<file path="src/rtl/keypad_scan_ctrl_pkg.sv">
// Shared types and constants for the 4x4 keypad scanner.
package keypad_scan_ctrl_pkg;
  localparam int NUM_ROWS = 4;
  localparam int NUM_COLS = 4;
  localparam int KEY_W    = 4;

  typedef enum logic [1:0] {
    SCAN     = 2'd0,
    PRESS_DB = 2'd1,
    HELD     = 2'd2,
    REL_DB   = 2'd3
  } state_e;

  // Lowest-index row that reads low; the caller guarantees at least one does.
  function automatic logic [1:0] lowest_low(input logic [NUM_ROWS-1:0] rows);
    logic [1:0] idx;
    idx = 2'd0;
    for (int i = NUM_ROWS - 1; i >= 0; i--) begin
      if (!rows[i]) idx = 2'(i);
    end
    return idx;
  endfunction
endpackage

</file>
<file path="src/rtl/sync_2ff.sv">
// Two-stage synchronizer; resets to all-ones so idle active-low inputs read as released.
module sync_2ff #(
  parameter int WIDTH = 4
) (
  input  logic             clk,
  input  logic             rst_n,
  input  logic [WIDTH-1:0] i_d,
  output logic [WIDTH-1:0] o_q
);
  logic [WIDTH-1:0] r_meta;
  logic [WIDTH-1:0] r_sync;

  always_ff @(posedge clk or negedge rst_n) begin
    if (!rst_n) begin
      r_meta <= '1;
      r_sync <= '1;
    end else begin
      r_meta <= i_d;
      r_sync <= r_meta;
    end
  end

  assign o_q = r_sync;
endmodule

</file>
<file path="src/rtl/keypad_scan_ctrl.sv">
// 4x4 active-low keypad scanner: column sequencing, press/release debounce,
// and a valid/ready key output with overrun signalling.
module keypad_scan_ctrl
  import keypad_scan_ctrl_pkg::*;
#(
  parameter int SCAN_TICKS     = 1000,
  parameter int DEBOUNCE_TICKS = 50000
) (
  input  logic                clk,
  input  logic                rst_n,
  input  logic [NUM_ROWS-1:0] row_i,
  output logic [NUM_COLS-1:0] col_o,
  output logic [KEY_W-1:0]    key_code,
  output logic                key_valid,
  input  logic                key_ready,
  output logic                key_held,
  output logic                overrun
);
  localparam int CNT_MAX = (SCAN_TICKS > DEBOUNCE_TICKS) ? SCAN_TICKS : DEBOUNCE_TICKS;
  localparam int CNT_W   = $clog2(CNT_MAX + 1);
  localparam logic [CNT_W-1:0] SCAN_LAST = CNT_W'(SCAN_TICKS - 1);
  localparam logic [CNT_W-1:0] DB_LAST   = CNT_W'(DEBOUNCE_TICKS - 1);

  logic [NUM_ROWS-1:0] w_rows_s;
  logic                w_row_bit;
  logic                w_accept;
  state_e              r_state, w_state_next;
  logic [1:0]          r_col, w_col_next;
  logic [1:0]          r_row, w_row_next;
  logic [CNT_W-1:0]    r_cnt, w_cnt_next;
  logic [KEY_W-1:0]    r_key_code, w_key_code_next;
  logic                r_key_valid, w_key_valid_next;
  logic                r_key_held, w_key_held_next;
  logic                r_overrun, w_overrun_next;

  sync_2ff #(.WIDTH(NUM_ROWS)) u_row_sync (
    .clk   (clk),
    .rst_n (rst_n),
    .i_d   (row_i),
    .o_q   (w_rows_s)
  );

  assign w_row_bit = w_rows_s[r_row];

  always_ff @(posedge clk or negedge rst_n) begin
    if (!rst_n) begin
      r_state     <= SCAN;
      r_col       <= 2'd0;
      r_row       <= 2'd0;
      r_cnt       <= '0;
      r_key_code  <= '0;
      r_key_valid <= 1'b0;
      r_key_held  <= 1'b0;
      r_overrun   <= 1'b0;
    end else begin
      r_state     <= w_state_next;
      r_col       <= w_col_next;
      r_row       <= w_row_next;
      r_cnt       <= w_cnt_next;
      r_key_code  <= w_key_code_next;
      r_key_valid <= w_key_valid_next;
      r_key_held  <= w_key_held_next;
      r_overrun   <= w_overrun_next;
    end
  end

  // The counter is cleared on every terminal-count transition, so it never passes it.
  always_comb begin
    w_state_next    = r_state;
    w_col_next      = r_col;
    w_row_next      = r_row;
    w_cnt_next      = r_cnt;
    w_key_held_next = r_key_held;
    w_accept        = 1'b0;
    case (r_state)
      SCAN: begin
        if (r_cnt >= SCAN_LAST) begin
          w_cnt_next = '0;
          if (!(&w_rows_s)) begin
            w_row_next   = lowest_low(w_rows_s);
            w_state_next = PRESS_DB;
          end else begin
            w_col_next = r_col + 2'd1;
          end
        end else begin
          w_cnt_next = r_cnt + 1'b1;
        end
      end
      PRESS_DB: begin
        if (w_row_bit) begin
          w_cnt_next   = '0;
          w_col_next   = r_col + 2'd1;
          w_state_next = SCAN;
        end else if (r_cnt >= DB_LAST) begin
          w_cnt_next      = '0;
          w_accept        = 1'b1;
          w_key_held_next = 1'b1;
          w_state_next    = HELD;
        end else begin
          w_cnt_next = r_cnt + 1'b1;
        end
      end
      HELD: begin
        w_cnt_next = '0;
        if (w_row_bit) w_state_next = REL_DB;
      end
      REL_DB: begin
        if (!w_row_bit) begin
          w_cnt_next   = '0;
          w_state_next = HELD;
        end else if (r_cnt >= DB_LAST) begin
          w_cnt_next      = '0;
          w_key_held_next = 1'b0;
          w_col_next      = r_col + 2'd1;
          w_state_next    = SCAN;
        end else begin
          w_cnt_next = r_cnt + 1'b1;
        end
      end
      default: w_state_next = SCAN;
    endcase
  end

  // A new key may replace one that is being consumed this same cycle.
  always_comb begin
    w_key_code_next  = r_key_code;
    w_key_valid_next = r_key_valid && !key_ready;
    w_overrun_next   = 1'b0;
    if (w_accept) begin
      if (!r_key_valid || key_ready) begin
        w_key_code_next  = {r_row, r_col};
        w_key_valid_next = 1'b1;
      end else begin
        w_overrun_next = 1'b1;
      end
    end
  end

  assign col_o     = ~(NUM_COLS'(1) << r_col);
  assign key_code  = r_key_code;
  assign key_valid = r_key_valid;
  assign key_held  = r_key_held;
  assign overrun   = r_overrun;
endmodule

</file>
<file path="config.mk">
export PLATFORM = sky130hd
export DESIGN_NAME = keypad_scan_ctrl
export DESIGN_NICKNAME = d
export VERILOG_FILES = /design/src/rtl/keypad_scan_ctrl_pkg.sv /design/src/rtl/sync_2ff.sv /design/src/rtl/keypad_scan_ctrl.sv
export SDC_FILE = /design/constraint.sdc
export NUM_CORES = 1
export LEC_CHECK = 0
export ABC_AREA = 1
export ABC_CLOCK_PERIOD_IN_PS = 1500
export CAP_MARGIN = 10
export CORE_AREA = 2 2 63 65
export CTS_BUF_LIST = sky130_fd_sc_hd__clkbuf_4 sky130_fd_sc_hd__clkbuf_8
export CTS_CLUSTER_DIAMETER = 120
export DETAILED_ROUTE_END_ITERATION = 10
export DIE_AREA = 0 0 65 67
export PLACE_DENSITY = 0.74
export SLEW_MARGIN = 40
export SYNTH_ARGS = -nofsm -noshare
export SYNTH_HDL_FRONTEND = slang
export SYNTH_SLANG_ARGS = --single-unit
</file>
<file path="constraint.sdc">
create_clock -name clk -period 1.5 [get_ports clk]
set_clock_uncertainty 0.15 [all_clocks]
set_input_delay 0.3 -clock clk [delete_from_list [all_inputs] [get_ports clk]]
set_output_delay 0.3 -clock clk [all_outputs]
set_load 0.01 [all_outputs]
</file>
==> metrics.txt, run 1 <==
outcome=finished with violations; failing checks=negative setup slack; CP required=1530 ps; Tmin final=roughly 1700 ps; Cell variety after synth=22; clock share of power=45.4%; via count=between 1500 and 2000; clock-pin slew on the worst setup and hold paths=70 ps; Data arrival, critical path=1710 ps; TNS Setup=-4290 ps; unrepaired setup endpoints after global routing=yes; Max IR drop VDD=617 uV; CP startpoint kind=flop; Post-synth ARST share=between 90% and 100%; DR iter-0 viols=109; CTS Sinks=37; CP Class=reg2reg; clk buf depth=2; Fill cells=roughly 250; Mapped Avg Cell Area=8.63 um2; HP Class=reg2reg; Pwr per Cell Area=729 mW/mm2; M1 GR Usage=25.8%; combinational share of power=3.0%; fmax=596 MHz; post-synthesis register bit count=37; Internal Power=1.59 mW; largest net degree at the start of global routing=38; busiest grt layer=met2; area of the multi-input gates=986 um2; Final Net Count=296; GRT Total Usage=approximately a fifth; post-route setup slack=-177 ps; Final HPWL DP=2530 um; total grt overflow=0; top post-synthesis cells by area=dfrtp_1 38%, nand2_1 11%, dfstp_2 11%; CP Max Fanout=16; Die ar.=0.00436 mm2; Cells after Synth=221; DIE WIDTH=~65 um; core box area=0.00361 mm2; DRC errors left=0; placer congestion estimate=0.811; Syn Nets=234; Post-Layout Cell Count=332; NetSw=0.397 mW; # diodes=0; dpl cells=between 300 and 400; first-pass GRT wire length=6730 um; Synth top cells by count=58 x nand2_1, 29 x dfrtp_1, 25 x inv_1, 23 x nor2_1, 22 x nand3_1; Synth top area share=38.1%; maxcap violations=0; input/output buffers=17; area growth from synthesis to layout=42.5%; leading area contributor after synthesis=dfrtp_1; Place WS=-218 ps; Hold Vio Cnt, Final=0; part of the power in registers=between 50% and 60%; CP peak stage delay=380 ps; vias in the first global route=1478; Core Rows=22; Storage cell area=937 um2; register area share after synthesis=49.1%; mapped cell area=0.00191 mm2; H-tree levels=2; Die Y=67 um; most common cell in the netlist=nand2_1; Post-synth EDFFs=0; GRT met2 Usage=between 30% and 40%; fin. max-slew vios=0; CTS Buf Count=5; worst skew pair latency=290 ps; clock root buffer=clkbuf_8; Final ANT Viol Nets=0; Leak=1.33 nW; worst slew pin tran=322 ps; post-layout util=75.4%; fraction of layout cells with a size suffix above 1=40.8%; crit path cell chain=ha_2 -> nand3_2 -> nand3_2 -> nand2_2 -> nand2_2 -> nand2_4 -> a21boi_4 -> buf_12 -> nor2_1; switching part of the total=about a fifth; max-slew headroom at the worst pin=between 70% and 80%; Vias/cell=4.84; final period utilization=112%; initial antenna violation count=0; Initial Utilization=52.9%; Setup crit end kind=flop; CTS tree=yes; routing usage on met3=4.73%; TritonRoute pass-1 iters=4; Synth Flop Type=dfrtp_1; number of I/O pins=18; Total Routed Length=4390 um; final setup vio count=31; mean routed wirelength per cell=13.2 um; CP max-delay cell=dfrtp_1; Ys Warns=0
## path summary, 6_finish.rpt
| path | start | to | slack [ps] | cells after the start |
|---|---|---|---|---|
| worst max-delay path | r_cnt[0] | r_cnt[13] | -180 | 9 |
| worst min-delay path | u_row_sync.r_meta[1] | u_row_sync.o_q[1] | 210 | 0 |
| worst max register to register | r_cnt[0] | r_cnt[13] | -180 | 9 |
| worst min register to register | u_row_sync.r_meta[1] | u_row_sync.o_q[1] | 210 | 0 |
| max in group asynchronous | rst_n | u_row_sync.o_q[3] | 600 | 3 |
| min in group asynchronous | rst_n | key_valid | 340 | 3 |
## flip-flops by register name, indices dropped and copies added, names as in the netlist, named ones only
name,cells
key_code,4
key_held,1
key_valid,1
overrun,1
r_cnt,16
r_col,2
r_row,2
r_state,1
u_row_sync.o_q,4
u_row_sync.r_meta,4
## layout make-up
type | count | share of cell area, %
clock buffer | 6 | 3.04
clock inverter | 2 | 1.38
inverter | 27 | 4.01
multi-input combinational | 156 | 36.3
sequential | 37 | 34.5
tap | 48 | 2.21
timing repair buffer | 56 | 18.6
## worst max-delay path: cells and delay by family, from the launching register on
kind,cells,cell delay (ps)
adders and majority gates,1,200
AOI/OAI and AO/OA,1,190
buffers and inverters,1,180
DFF,1,380
and+or+nand+nor,6,470
## layer usage
layer	share of wire, %	up-vias
li1	-	805
met1	44	758
met2	50	31
met3	3.0	12
met4	2.6	0
met5	0	-
## metrics by stage
stage / total power, mW / hold slack (ps) / area [um2]
after floorplan: 1.05 / -146 / 1920
after global placement: 1.10 / 124 / 2410
after detailed placement: 1.10 / 127 / 2410
after CTS: 2.01 / 208 / 2670
after global routing: 2.05 / 212 / 2720
final: 1.98 / 208 / 2720
## power groups by stage
stage	clock [mW]	sequential, mW	combinational [mW]
5_1_grt	0.961	1.02	0.0670
4_1_cts	0.924	1.02	0.0605
3_3_place_gp	0	1.04	0.0566
2_1_floorplan	0	1.04	0.0108
6_report	0.900	1.02	0.0589
3_5_place_dp	0	1.04	0.0577
## cells in the final DEF (no fill, tap or decap), types with 6 or more instances in the layout
cell and n:
dlygate4sd2_1 7, nand3_2 8, clkbuf_8 6, buf_4 32, inv_1 17, nand2_2 9, nor2_2 13, nand2_1 49
dfrtp_1 28, xor2_1 10, inv_2 8, nor2_1 21, dfstp_2 8, buf_6 7, nand3_1 18
## what timing repair did
action                                 CTS  global route
endpoints found under the hold margin   29             0
buffers inserted                         4             0
resized for setup                       55            15
setup endpoints to repair               36            33
hold buffers                             1             0
pin swaps                                7             9
## logic make-up after synthesis
kind of cell	count (synthesis)	share of synthesized area, %
AND/OR/NAND/NOR	130	32.5
flip-flops	37	49.1
buffers and inverters	28	6.10
XOR/XNOR	12	5.51
AO/OA/AOI/OAI	8	2.82
adder cells (fa/ha/maj)	6	3.94
(Power assumes the default switching activity.)
==> inputs of run 2 (changes only) <==
--- a/config.mk
+++ b/config.mk
@@ -14,7 +14,6 @@
 export DETAILED_ROUTE_END_ITERATION = 10
 export DIE_AREA = 0 0 65 67
 export PLACE_DENSITY = 0.74
-export SLEW_MARGIN = 40
 export SYNTH_ARGS = -nofsm -noshare
 export SYNTH_HDL_FRONTEND = slang
 export SYNTH_SLANG_ARGS = --single-unit
==> results of run 2 <==
Same layout as run 1: the final DEF is identical, and so are final timing and power.
==> inputs of run 3 (changes only) <==
--- a/config.mk
+++ b/config.mk
@@ -7,13 +7,13 @@
 export LEC_CHECK = 0
 export ABC_AREA = 1
 export ABC_CLOCK_PERIOD_IN_PS = 1500
-export CAP_MARGIN = 10
-export CORE_AREA = 2 2 63 65
+export CORE_AREA = 2 2 77 79
 export CTS_BUF_LIST = sky130_fd_sc_hd__clkbuf_4 sky130_fd_sc_hd__clkbuf_8
 export CTS_CLUSTER_DIAMETER = 120
 export DETAILED_ROUTE_END_ITERATION = 10
-export DIE_AREA = 0 0 65 67
-export PLACE_DENSITY = 0.74
+export DIE_AREA = 0 0 79 81
+export GPL_TIMING_DRIVEN = 0
+export PLACE_DENSITY = 0.52
 export SYNTH_ARGS = -nofsm -noshare
 export SYNTH_HDL_FRONTEND = slang
 export SYNTH_SLANG_ARGS = --single-unit
==> metrics.txt, run 3 (synthesized netlist as in run 1, its figures left out) <==
worst skew pair latency=290 ps; Final Net Count=287; Biggest register=r_cnt; Final ANT Viol Nets=0; NetSw=0.412 mW; Final HPWL DP=~2400 um; Max IR drop VDD=532 uV; clock root buffer=clkbuf_8; input/output buffers=17; part of the power in registers=51.3%; Internal Power=1.58 mW; CTS Buf Count=5; CP Max Fanout=5; Hold Vio Cnt, Final=0; failing checks=negative setup slack; Total Routed Length=a little under 4000 um; fraction of layout cells with a size suffix above 1=39.6%; DRC errors left=0; most common cell after layout, fill and taps aside=nand2_1; maxcap violations=0; largest net degree at the start of global routing=38; max-slew headroom at the worst pin=65.7%; Fill cells=556; total grt overflow=0; Leak=1.28 nW; TritonRoute pass-1 iters=4; unrepaired setup endpoints after global routing=yes; Storage cell area=938 um2; placer congestion estimate=0.786; final period utilization=113%; switching part of the total=between 20% and 30%; max FFs per register=16; final setup vio count=32; Tmin final=1700 ps; CTS Sinks=37; H-tree levels=2; CP startpoint kind=flop; area growth from synthesis to layout=40.5%; CP required=approximately 1500 ps; fmax=590 MHz; Die Y=slightly above 80 um; Vias/cell=4.34; mean routed wirelength per cell=around 11 um; Setup crit end kind=flop; CP Class=reg2reg; worst slew pin tran=514 ps; Pwr per Cell Area=744 mW/mm2; Data arrival, critical path=1730 ps; core box area=~0.0057 mm2; DR iter-0 viols=63; Place WS=-404 ps; via count=about 1500; HP Class=reg2reg; clock-pin slew on the worst setup and hold paths=80 ps; TNS Setup=-4690 ps; combinational share of power=~2.8%; initial antenna violation count=0; clock share of power=46.0%; Die ar.=0.00640 mm2; # diodes=0; fin. max-slew vios=0; Top delay family on crit path=simple AND/OR/NAND/NOR gates; crit path buf inv count=1; outcome=finished with violations; CP max-delay cell=dfrtp_1; post-route setup slack=-196 ps; CP peak stage delay=390 ps; first-pass GRT wire length=between 6000 and 7000 um; Initial Utilization=33.6%; GRT Total Usage=13.9%; CTS tree=yes; area of the multi-input gates=997 um2; crit path cell chain=ha_2 -> nand3_2 -> nand3_2 -> nand2_2 -> nand2_2 -> nand2_4 -> a21boi_4 -> buf_6 -> nor2_2; number of I/O pins=18; clk buf depth=2; Core Rows=28; DIE WIDTH=slightly below 80 um; vias in the first global route=between 1500 and 2000; commonest cells after routing, fill and taps aside=49 x nand2_1, 27 x dfrtp_1, 22 x buf_4, 20 x nand3_1, 19 x nor2_1
-- run 3: cell count changes in the layout (fill, tap and decap cells not counted), sizes merged --
cell / change
clkbuf: +1
buf: -10
-- run 3: cell type report --
class / count / share of cell area, %
Timing Repair Buffer: 47 / 15.6
Tap cell: 75 / 3.50
Inverter: 27 / 4.16
Multi-Input combinational cell: 156 / 37.2
Clock inverter: 2 / 1.40
Clock buffer: 6 / 3.08
Sequential cell: 37 / 35.0
-- run 3: power groups by stage --
stage               logic, mW  clock network, mW  registers (mW)
global route           0.0635              0.990            1.02
CTS                    0.0561              0.944            1.02
floorplan              0.0108                  0            1.04
global placement       0.0482                  0            1.04
detailed placement     0.0472                  0            1.04
finish                 0.0549              0.916            1.02
-- run 3: path summary, 6_finish.rpt --
path / from / end / slack, ps / cells after the start
worst min-delay path: u_row_sync.r_meta[3] / u_row_sync.o_q[3] / 210 / 0
min in group asynchronous: rst_n / key_code[1] / 400 / 2
worst max-delay path: r_cnt[0] / r_cnt[9] / -200 / 9
worst min register to register: u_row_sync.r_meta[3] / u_row_sync.o_q[3] / 210 / 0
max in group asynchronous: rst_n / r_cnt[10] / 410 / 2
worst max register to register: r_cnt[0] / r_cnt[9] / -200 / 9
-- run 3: timing repair --
item	in CTS	in global routing
endpoints found under the setup margin	38	53
hold buffers	1	0
endpoints found under the hold margin	29	0
gates resized for setup	62	19
setup buffers	26	3
cloned	1	0
pin swaps	3	7
-- run 3: per-layer routing --
layer | wire, um | track usage (%) | vias to the layer above
met3 | 113 | 3.11 | 7
met4 | 54 | 4.14 | 0
met5 | 0 | 0 | -
met1 | 1720 | 16.1 | 706
met2 | 2020 | 25.5 | 20
li1 | - | - | 787
-- run 3: through the flow --
step	instances	util, %	total power, mW	area, um2	hold WS (ps)
global route	350	47.2	2.08	2680	211
floorplan	221	-	1.05	1920	-146
global placement	313	38.4	1.09	2180	196
finish	350	47.2	1.99	2680	207
CTS	349	46.3	2.02	2630	208
detailed placement	313	38.3	1.09	2180	197
